--- src/rtl/bus_arbiter.sv ---
// bus_arbiter: two-master round-robin bus arbiter with a hold quota, a one-cycle
// turnaround between owners, and a combinational bus mux for the granted master.
module bus_arbiter #(
  parameter int SZ       = 8,
  parameter int WSZ      = 8,
  parameter int MAX_HOLD = 8
) (
  input  logic           clk,
  input  logic           rst,
  input  logic [1:0]     req,
  output logic [1:0]     grant,
  output logic           owner,
  output logic           preempt,
  input  logic [SZ-1:0]  m0_addr,
  input  logic [SZ-1:0]  m1_addr,
  input  logic [WSZ-1:0] m0_wdata,
  input  logic [WSZ-1:0] m1_wdata,
  input  logic           m0_w_notr,
  input  logic           m1_w_notr,
  output logic [SZ-1:0]  bus_addr,
  output logic [WSZ-1:0] bus_wdata,
  output logic           bus_w_notr
);
  localparam int HW = $clog2(MAX_HOLD + 1);
  localparam logic [HW-1:0] LIM = HW'(MAX_HOLD - 1);
  localparam logic [HW-1:0] TOP = HW'(MAX_HOLD);
  typedef enum logic [1:0] {IDLE, GRANT0, GRANT1, TURN} state_t;
  state_t state, next;
  logic [HW-1:0] hold_cnt;
  logic last_owner, preempt_d, cur, granted, enter;
  assign granted = state == GRANT0 || state == GRANT1;
  assign cur     = state == GRANT1;
  assign enter   = !granted && (next == GRANT0 || next == GRANT1);
  // Release wins over quota; >= keeps the quota live once the count has saturated.
  always_comb begin
    next      = state;
    preempt_d = 1'b0;
    if (!granted)
      next = req == 2'b00 ? IDLE :
             req == 2'b11 ? (last_owner ? GRANT0 : GRANT1) :
             req[1] ? GRANT1 : GRANT0;
    else if (!req[cur])
      next = TURN;
    else if (req[!cur] && hold_cnt >= LIM) begin
      next      = TURN;
      preempt_d = 1'b1;
    end
  end
  always_ff @(posedge clk or negedge rst) begin
    if (!rst) begin
      state      <= IDLE;
      preempt    <= 1'b0;
      hold_cnt   <= '0;
      last_owner <= 1'b0;
    end else begin
      state   <= next;
      preempt <= preempt_d;
      if (enter) begin
        hold_cnt   <= '0;
        last_owner <= next == GRANT1;
      end else if (granted)
        hold_cnt <= hold_cnt == TOP ? hold_cnt : hold_cnt + HW'(1);
    end
  end
  assign owner      = last_owner;
  assign grant      = {state == GRANT1, state == GRANT0};
  assign bus_addr   = grant[0] ? m0_addr   : grant[1] ? m1_addr   : '0;
  assign bus_wdata  = grant[0] ? m0_wdata  : grant[1] ? m1_wdata  : '0;
  assign bus_w_notr = grant[0] ? m0_w_notr : grant[1] ? m1_w_notr : 1'b0;
endmodule

--- config.mk ---
export PLATFORM = sky130hd
export DESIGN_NAME = bus_arbiter
export DESIGN_NICKNAME = d
export VERILOG_FILES = /design/src/rtl/bus_arbiter.sv
export SDC_FILE = /design/constraint.sdc
export NUM_CORES = 1
export LEC_CHECK = 0
export ABC_CLOCK_PERIOD_IN_PS = 2230
export CAP_MARGIN = 20
export CORE_ASPECT_RATIO = 1.25
export CORE_UTILIZATION = 28
export CTS_BUF_LIST = sky130_fd_sc_hd__clkbuf_16
export CTS_CLUSTER_DIAMETER = 60
export DETAILED_ROUTE_END_ITERATION = 10
export PLACE_DENSITY = 0.75
export SYNTH_ARGS = -nofsm -noshare
export SYNTH_HDL_FRONTEND = slang
export SYNTH_SLANG_ARGS = --single-unit
export TNS_END_PERCENT = 100
--- constraint.sdc ---
create_clock -name clk -period 2.23 [get_ports clk]
set_clock_uncertainty 0.15 [all_clocks]
set_input_delay 0.5575 -clock clk [delete_from_list [all_inputs] [get_ports clk]]
set_output_delay 0.5575 -clock clk [all_outputs]
set_load 0.005 [all_outputs]
# --- Word level (Yosys, flattened, before mapping) ---
# Index checks and enable logic that the tools add are counted.
classes:
  n_eq_ne: 7
  muxes: 23
  shifts: 0
  bitwise: 0
  n_mul: 0
  magnitude_cmp: 3
  reduce_logical: 9
  div_mod_pow: 0
  addsub: 1
ops:
  columns: ["cell", "n"]
  rows:
  - ["$mux W8", 4]
  - ["$mux W2", 7]
  - ["$mux W4", 3]
  - ["$mux W1", 9]
  - ["$eq A2 B2 Y1 const B", 3]
  - ["$add A4 B1 Y4 const B", 1]
  - ["$eq A2 B1 Y1 const B", 2]
  - ["$eq A4 B4 Y1 const B", 1]
  - ["$ge A4 B3 Y1 const B", 1]
  - ["$lt A1 B2 Y1 const B", 2]
  - ["$logic_and A1 B1 Y1", 2]
  - ["$logic_not A1 Y1", 2]
  - ["$logic_not A2 Y1", 1]
  - ["$logic_or A1 B1 Y1", 2]
  - ["$ne A2 B2 Y1 const B", 1]
  - ["$reduce_and A2 Y1", 1]
  - ["$reduce_bool A2 Y1", 1]
word_totals:
  ff_bits: 8
  output_inout_bits: 21
  input_bits: 38
  romBits: 0
  ram_bits: 0
  latchBits: 0
  memories: 0
  wordCells: 47

# --- Longest topological paths before layout ---
# Gate-level depths: netlist of the first run.
depth:
  word_depth: 13
  depth_mapped: 9
  mapped_depth_nobuf: 9

# --- Worst setup path after synthesis of the first run ---
# OpenSTA, ideal clock, no wires.
synth_path:
  kind: "register -> register"
  start: "register state[0]"
  end: "register hold_cnt[2]"
  n_path_buf: 0
  t_arrival_ns: 1.963
  required_time_ns: 1.959
  period_less_slack_ns: 2.233
  setup_time_ns: 0.121
  path_slack_ns: -0.003
  path_stages_with_launch: 9
  path_cell_list: "dfrtp_1 inv_1 ha_1 mux2_2 a32o_1 ha_1 nand2_1 o21ai_0 a22o_1"
synth_between:
  elab_chain_len: 12
  word_cells_on_any_way: 20
  classes_between: "eq/ne: 5; mux: 8; reduce/logical: 7"
synth_rtl:
  columns: ["item", "line_no", "source"]
  rows:
  - ["start, declared", "28", "state_t state, next;"]
  - ["start signal, assigned", "56", "state <= next;"]
  - ["$eq A2 B2 Y1 (*)", "32", "assign cur = state == GRANT1;"]
  - ["net cur", "30", "logic last_owner, preempt_d, cur, granted, enter;"]
  - ["$mux W1 (implied by the code) (2 in a row)", "44", "else if (req[!cur] && hold_cnt >= LIM) begin"]
  - ["$logic_and A1 B1 Y1", "44", null]
  - ["$mux W2", "44", null]
  - ["$mux W2", "42", "else if (!req[cur])"]
  - ["$mux W2", "38", "if (!granted)"]
  - ["$eq A2 B1 Y1 or $eq A2 B2 Y1 (tied branches)", "33", "assign enter = !granted && (next == GRANT0 || next == GRANT1);"]
  - ["$logic_or A1 B1 Y1", "33", null]
  - ["$logic_and A1 B1 Y1", "33", null]
  - ["$ne A2 B2 Y1 (no line) or $reduce_bool A2 Y1 (tied branches)", null, null]
  - ["$reduce_and A2 Y1 (no line)", null, null]
  - ["end signal, assigned", "62", "hold_cnt <= hold_cnt == TOP ? hold_cnt : hold_cnt + HW'(1);"]
  - ["end, declared", "29", "logic [HW-1:0] hold_cnt;"]
# Mark *: on every way through the listed nets, which the timed path passes. The rest lies on a longest branch. The select of a mux whose other input is x is not followed.
# A chain may end at the register's enable or synchronous reset.

# --- Worst setup path in the final report of the first run ---
layout_path:
  start: "register state[1]"
  end: "output port bus_wdata[4]"
layout_between:
  elab_chain_len: 3
  word_cells_on_any_way: 4
  classes_between: "eq/ne: 2; mux: 2"
layout_rtl:
  columns: ["item", "line_no", "source"]
  rows:
  - ["$eq A2 B2 Y1", "66", "assign grant = {state == GRANT1, state == GRANT0};"]
  - ["$mux W8", "68", "assign bus_wdata = grant[0] ? m0_wdata : grant[1] ? m1_wdata : '0;"]
  - ["$mux W8 (*)", "68", null]
  - ["end, declared", "21", "output logic [WSZ-1:0] bus_wdata,"]
# Every way passes the cells marked *; elsewhere a longest branch is shown, timed or not.

==> results of run 1 <==
how the worst max path moves through the flow:
stage / slack (ns) / depth (start not counted) / start / endpoint
after detailed placement: -0.43 / 8 / req[1] / hold_cnt[2]$_DFFE_PN0P_
after global routing: -0.11 / 7 / state[1]$_DFF_PN0_ / bus_wdata[4]
final: -0.05 / 7 / state[1]$_DFF_PN0_ / bus_wdata[4]
after floorplan: 0.02 / 8 / state[0]$_DFF_PN0_ / hold_cnt[2]$_DFFE_PN0P_
after global placement: -0.36 / 8 / req[1] / hold_cnt[2]$_DFFE_PN0P_
after CTS: -0.06 / 7 / state[1]$_DFF_PN0_ / bus_wdata[4]
registers in the layout, summed over array words and instances, names as in the netlist:
register  flops
hold_cnt      4
owner         1
preempt       1
state         2
layout make-up:
cell class	count	area share [%]
clock buffer	3	5.04
tap	31	2.61
sequential	8	13.4
timing repair buffer	74	43.7
multi-input combinational	55	33.7
inverter	6	1.51
where the power goes:
part / leakage (nW) / internal (W) / switching [W]
combinational: 0.570 / 0.000888 / 0.000666
sequential: 0.101 / 0.000203 / 0.0000402
clock: 0.0370 / 0.000232 / 0.0000789
layout by cell type, fill, tap and decap left out, types with 5 or more instances in the layout:
cell type,instances
clkdlybuf4s50_1,38
a22o_1,17
buf_2,15
buf_4,10
dfrtp_1,8
nand2_1,7
inv_1,5
buf_6,5
what timing repair did:
action                                  4_1_cts  5_1_grt
cloned                                        0        0
resized for setup                            76       11
endpoints found under the setup margin       24       13
pin swaps                                     4        1
buffers inserted                              4        2
cell families (layout without fill, tap and decap cells):
family	Yosys count	in the layout	synth area share (%)
and+or+nand+nor	17	17	12.8
DFF	8	8	29.3
muxes	3	3	4.58
adders and majority gates	5	5	9.16
buffers and inverters	12	83	9.34
AOI/OAI and AO/OA	29	29	33.5
xor gates and xnor gates	1	1	1.28
per-stage QoR:
| stage | instance area (µm²) | power, W | hold slack (ns) | std cells |
|---|---|---|---|---|
| CTS | 1430 | 0.00189 | 0.361 | 175 |
| global route | 1490 | 0.00226 | 0.381 | 177 |
| floorplan | 686 | 0.000909 | 0.112 | 75 |
| global placement | 1340 | 0.00146 | 0.357 | 168 |
| detailed placement | 1340 | 0.00150 | 0.354 | 168 |
| finish | 1490 | 0.00211 | 0.361 | 177 |
worst reg2reg max path: cells and delay by family (launching register included):
family | cells | cell delay, ns
fa+ha+maj | 2 | 0.46
compound gates | 2 | 0.41
flops | 1 | 0.38
simple gates | 2 | 0.31
buf+inv | 2 | 0.25
mux | 1 | 0.13
layer usage:
layer / vias to the layer above / global-route usage, % / routed length [µm]
met5: - / 0 / 0
met4: 0 / 9.66 / 40
met3: 3 / 6.96 / 331
met2: 52 / 33.0 / 1180
met1: 399 / 17.6 / 925
li1: 426 / - / -
==> flow_summary.json, run 1 <==
{
  "utilization_pct": 65.9,
  "cpMostUsedCell": "buf_6",
  "core_area_um2": 2260,
  "place_congestion": 0.826,
  "wl_um": 2480,
  "clock_sinks": 8,
  "regArea_um2": 200,
  "syn_area_per_cell_um2": 9.11,
  "vias_per_cell": 4.97,
  "cts_max_level": 1,
  "timing.critical_path.buf_inv": 4,
  "final_nets": 191,
  "clkTransAtPathRegs_ns": 0.04,
  "yosysMostFrequentCell": "a22o_1",
  "antenna_left": 0,
  "multi_input_area_um2": 502,
  "synth_seq_cells": 8,
  "timing.rr.end": "hold_cnt[3]$_DFFE_PN0P_",
  "vdd_drop_max_uv": 1300,
  "initial_core_util_pct": 30.2,
  "die_area_um2": 2640,
  "num-fill-cells": 182,
  "routed-via-count": 880,
  "cts_hold_buffers": 0,
  "maxCapViolations": 0,
  "antenna_cells": 0,
  "rows": 19,
  "hold_viol_final": 0,
  "crit_path_top_delay_cell": "dfrtp_1",
  "hold_path_end": "hold_cnt[3]$_DFFE_PN0P_",
  "async_flop_share_pct": 100,
  "root_buffer": "clkbuf_16",
  "post-route-period-util_pct": 102,
  "slew_headroom_pct": 72.9,
  "synthCells": 75,
  "synth_top_flop_cell": "dfrtp_1",
  "status": "complete, but fails checks",
  "hold_depth": 1,
  "violations": "negative setup slack",
  "post-route-min-period_ns": 2.28,
  "setup_tns_ns": -0.197,
  "die_w_um": 46.2,
  "grt_max_degree": 12,
  "clkLatencyLatePin_ns": 0.24,
  "io_pins": 59,
  "crit_type": "flop to output pin",
  "syn_nets": 118,
  "synthToLayoutAreaGrowth_pct": 118,
  "timing_worst_slew_pin_value_ns": 0.405,
  "worstRegToRegCells": 9,
  "synth_area_leader_cell": "dfrtp_1",
  "portBuffers": 58,
  "min_from": "hold_cnt[3]$_DFFE_PN0P_",
  "critical_path.startpoint_type": "flop",
  "dp_slack_ns": -0.428,
  "clockBufferDepth": 2,
  "synth_warnings": 0,
  "hpwl_um": 1850,
  "die_height_um": 57.2,
  "worst_setup_path_end_kind": "output pin",
  "drc": 0,
  "drtIter0Drc": 18,
  "drtPass1Iterations": 4,
  "leakagePower_nw": 0.708,
  "synth.area.top_cells": "dfrtp_1 29%, a22o_1 22%, ha_1 9.2%",
  "syn-cell-area_um2": 683,
  "setup_viol": 4,
  "synth_enable_flop_cells": 0,
  "synth_cell_types": 26,
  "critPathRequiredTime_ns": 1.52,
  "grt_pass1_wl_um": 3530,
  "routedWlPerCell_um": 14.0,
  "grt_pass1_vias": 839,
  "yosysSeqAreaShare_pct": 29.3,
  "crit_family": "buffers and inverters",
  "setup_ws_ns": -0.0538,
  "cts_made_buffers": 3,
  "fmax_mhz": 438,
  "overflow": 0,
  "antenna_found_initial": 0,
  "path_cells": "buf_6 > ha_4 > nor2b_4 > buf_6 > buf_12 > a22o_1 > buf_2",
  "min_path_type": "flop to flop",
  "crit_arrival_ns": 1.58,
  "drv_slew": 0,
  "power_density_nw_per_um2": 1420,
  "cts_tree": "done",
  "drive_above_1_share_pct": 32.2,
  "grtUsageTotal_pct": 18.6,
  "max_stage_delay_ns": 0.38,
  "synth_top_area_share_pct": 29.3,
  "worstReg2RegStart": "state[1]$_DFF_PN0_",
  "rsz0062_at_grt": "true",
  "r2r_slack_ns": 0.07,
  "synth_commonest_cells": "17 x a22o_1, 8 x dfrtp_1, 8 x nand2_1",
  "cp_max_fo": 5
}
Power figures use the tool's default switching activity.
==> inputs of run 2 (changes only) <==
--- a/config.mk
+++ b/config.mk
@@ -8,6 +8,7 @@
 export ABC_CLOCK_PERIOD_IN_PS = 2230
 export CAP_MARGIN = 20
 export CORE_ASPECT_RATIO = 1.25
+export CORE_MARGIN = 1.5
 export CORE_UTILIZATION = 28
 export CTS_BUF_LIST = sky130_fd_sc_hd__clkbuf_16
 export CTS_CLUSTER_DIAMETER = 60
==> flow_summary.json, run 2 (synthesis results as in run 1) <==
{
  "min_path_type": "flop to flop",
  "postPlaceCellArea_um2": 1340,
  "placedCellCount": 168,
  "wl_um": 2640,
  "worstRegToRegCells": 9,
  "critical_path.startpoint_type": "flop",
  "io_pins": 59,
  "grt_pass1_wl_um": 3740,
  "post-route-min-period_ns": 2.25,
  "met3_usage_pct": 2.18,
  "largest_register": "hold_cnt",
  "hold_viol_final": 0,
  "portBuffers": 58,
  "initial_core_util_pct": 30.2,
  "hpwl_um": 2010,
  "final_cells": 179,
  "setup_ws_ns": -0.0155,
  "fin_area_um2": 1500,
  "clock_sinks": 8,
  "cts_made_buffers": 3,
  "post-route-period-util_pct": 101,
  "die_w_um": 47.2,
  "grtUsageTotal_pct": 18.9,
  "largest_register_ffs": 4,
  "most-common-layout-cells": "38 x clkdlybuf4s50_1, 17 x a22o_1, 11 x buf_2",
  "drv_slew": 0,
  "setup_viol": 4,
  "root_buffer": "clkbuf_16",
  "clkLatencyLatePin_ns": 0.23,
  "rsz0062_at_grt": "true",
  "status": "complete, but fails checks",
  "cts_max_level": 1,
  "maxCapViolations": 0,
  "clockBufferDepth": 2,
  "drc": 0,
  "slew_headroom_pct": 74.0,
  "overflow": 0,
  "final_nets": 193,
  "met1_usage_pct": 18.7,
  "fmax_mhz": 445,
  "die_area_um2": 2750,
  "cp_max_fo": 3,
  "antenna_found_initial": 0,
  "grt.met2_usage_pct": 35.4,
  "grt_max_degree": 12,
  "busiest_layer": "met2",
  "grt_pass1_vias": 913,
  "reg_top3": "hold_cnt (4), state (2)",
  "cts_tree": "done",
  "fin_hold_ws_ns": 0.384,
  "drive_above_1_share_pct": 31.8,
  "critPathRequiredTime_ns": 2.20,
  "die_height_um": 58.2,
  "drtIter0Drc": 5,
  "cts_hold_buffers": 0,
  "crit_type": "flop to flop",
  "antenna_left": 0,
  "leakagePower_nw": 0.712,
  "num-fill-cells": 168,
  "routed-via-count": 909,
  "hold_depth": 1,
  "drtPass1Iterations": 4,
  "regArea_um2": 200,
  "routedWlPerCell_um": 14.8,
  "timing_worst_slew_pin_value_ns": 0.388,
  "setup_tns_ns": -0.0349,
  "core_area_um2": 2260,
  "multi_input_area_um2": 488,
  "rows": 19,
  "worst_setup_path_end_kind": "flop",
  "synthToLayoutAreaGrowth_pct": 120,
  "power_density_nw_per_um2": 1380,
  "clkTransAtPathRegs_ns": 0.04,
  "vias_per_cell": 5.08,
  "antenna_cells": 0,
  "mostFrequentLayoutCell": "clkdlybuf4s50_1",
  "crit_arrival_ns": 2.21,
  "vdd_drop_max_uv": 912,
  "place_congestion": 0.724,
  "dp_slack_ns": -0.437,
  "violations": "negative setup slack"
}
[run 2: cell count changes in the layout (fill, tap and decap cells not counted), moves of 2 or more]
cell      change
buf_2         -4
buf_4         -2
buf_6         +5
clkbuf_2      +3
o22ai_1       +2
o22ai_2       -2
[run 2: per-layer routing]
layer	wire, µm	up-vias
li1	-	433
met1	980	413
met2	1280	56
met3	316	7
met4	68	0
met5	0	-
[run 2: timing repair]
item                       in CTS  in global routing
setup endpoints to repair      24                 22
resized for setup              64                 21
setup buffers                   6                  2
pin swaps                       2                  5
[run 2: report_power, final]
group	total [W]	leakage (nW)	internal [W]	switching, W
combinational	0.00152	0.574	0.000872	0.000649
sequential	0.000249	0.101	0.000203	0.0000458
clock	0.000303	0.0370	0.000231	0.0000719
[run 2: metrics by stage]
step                      total power [W]  util [%]
after global routing              0.00221      66.5
after global placement            0.00148      59.3
final                             0.00207      66.5
after detailed placement          0.00152      59.3
after CTS                         0.00192      64.5
after floorplan                  0.000909         -
[run 2: area by class of cell]
cell class	instances	area share [%]
multi-input combinational	55	32.5
inverter	6	1.50
timing repair buffer	76	45.1
tap	31	2.58
sequential	8	13.3
clock buffer	3	5.00
[run 2: worst max-delay path: stages, from the launching register on]
cell and delay [ns]:
dfrtp_1 0.42, ha_4 0.20, buf_6 0.12, mux2i_1 0.11, or2_4 0.26, a32o_2 0.27, ha_4 0.22, nand2_2 0.08
o21ai_1 0.07, a22o_1 0.23
[run 2: worst paths after layout]
path | start | to | slack [ns]
hold / removal | hold_cnt[3]$_DFFE_PN0P_ | hold_cnt[3]$_DFFE_PN0P_ | 0.38
max in group asynchronous | rst | hold_cnt[0]$_DFFE_PN0P_ | 1.19
setup / recovery | state[1]$_DFF_PN0_ | hold_cnt[2]$_DFFE_PN0P_ | -0.02
hold reg to reg | hold_cnt[3]$_DFFE_PN0P_ | hold_cnt[3]$_DFFE_PN0P_ | 0.38
min in group asynchronous | rst | hold_cnt[2]$_DFFE_PN0P_ | 0.46
setup reg to reg | state[1]$_DFF_PN0_ | hold_cnt[2]$_DFFE_PN0P_ | -0.02
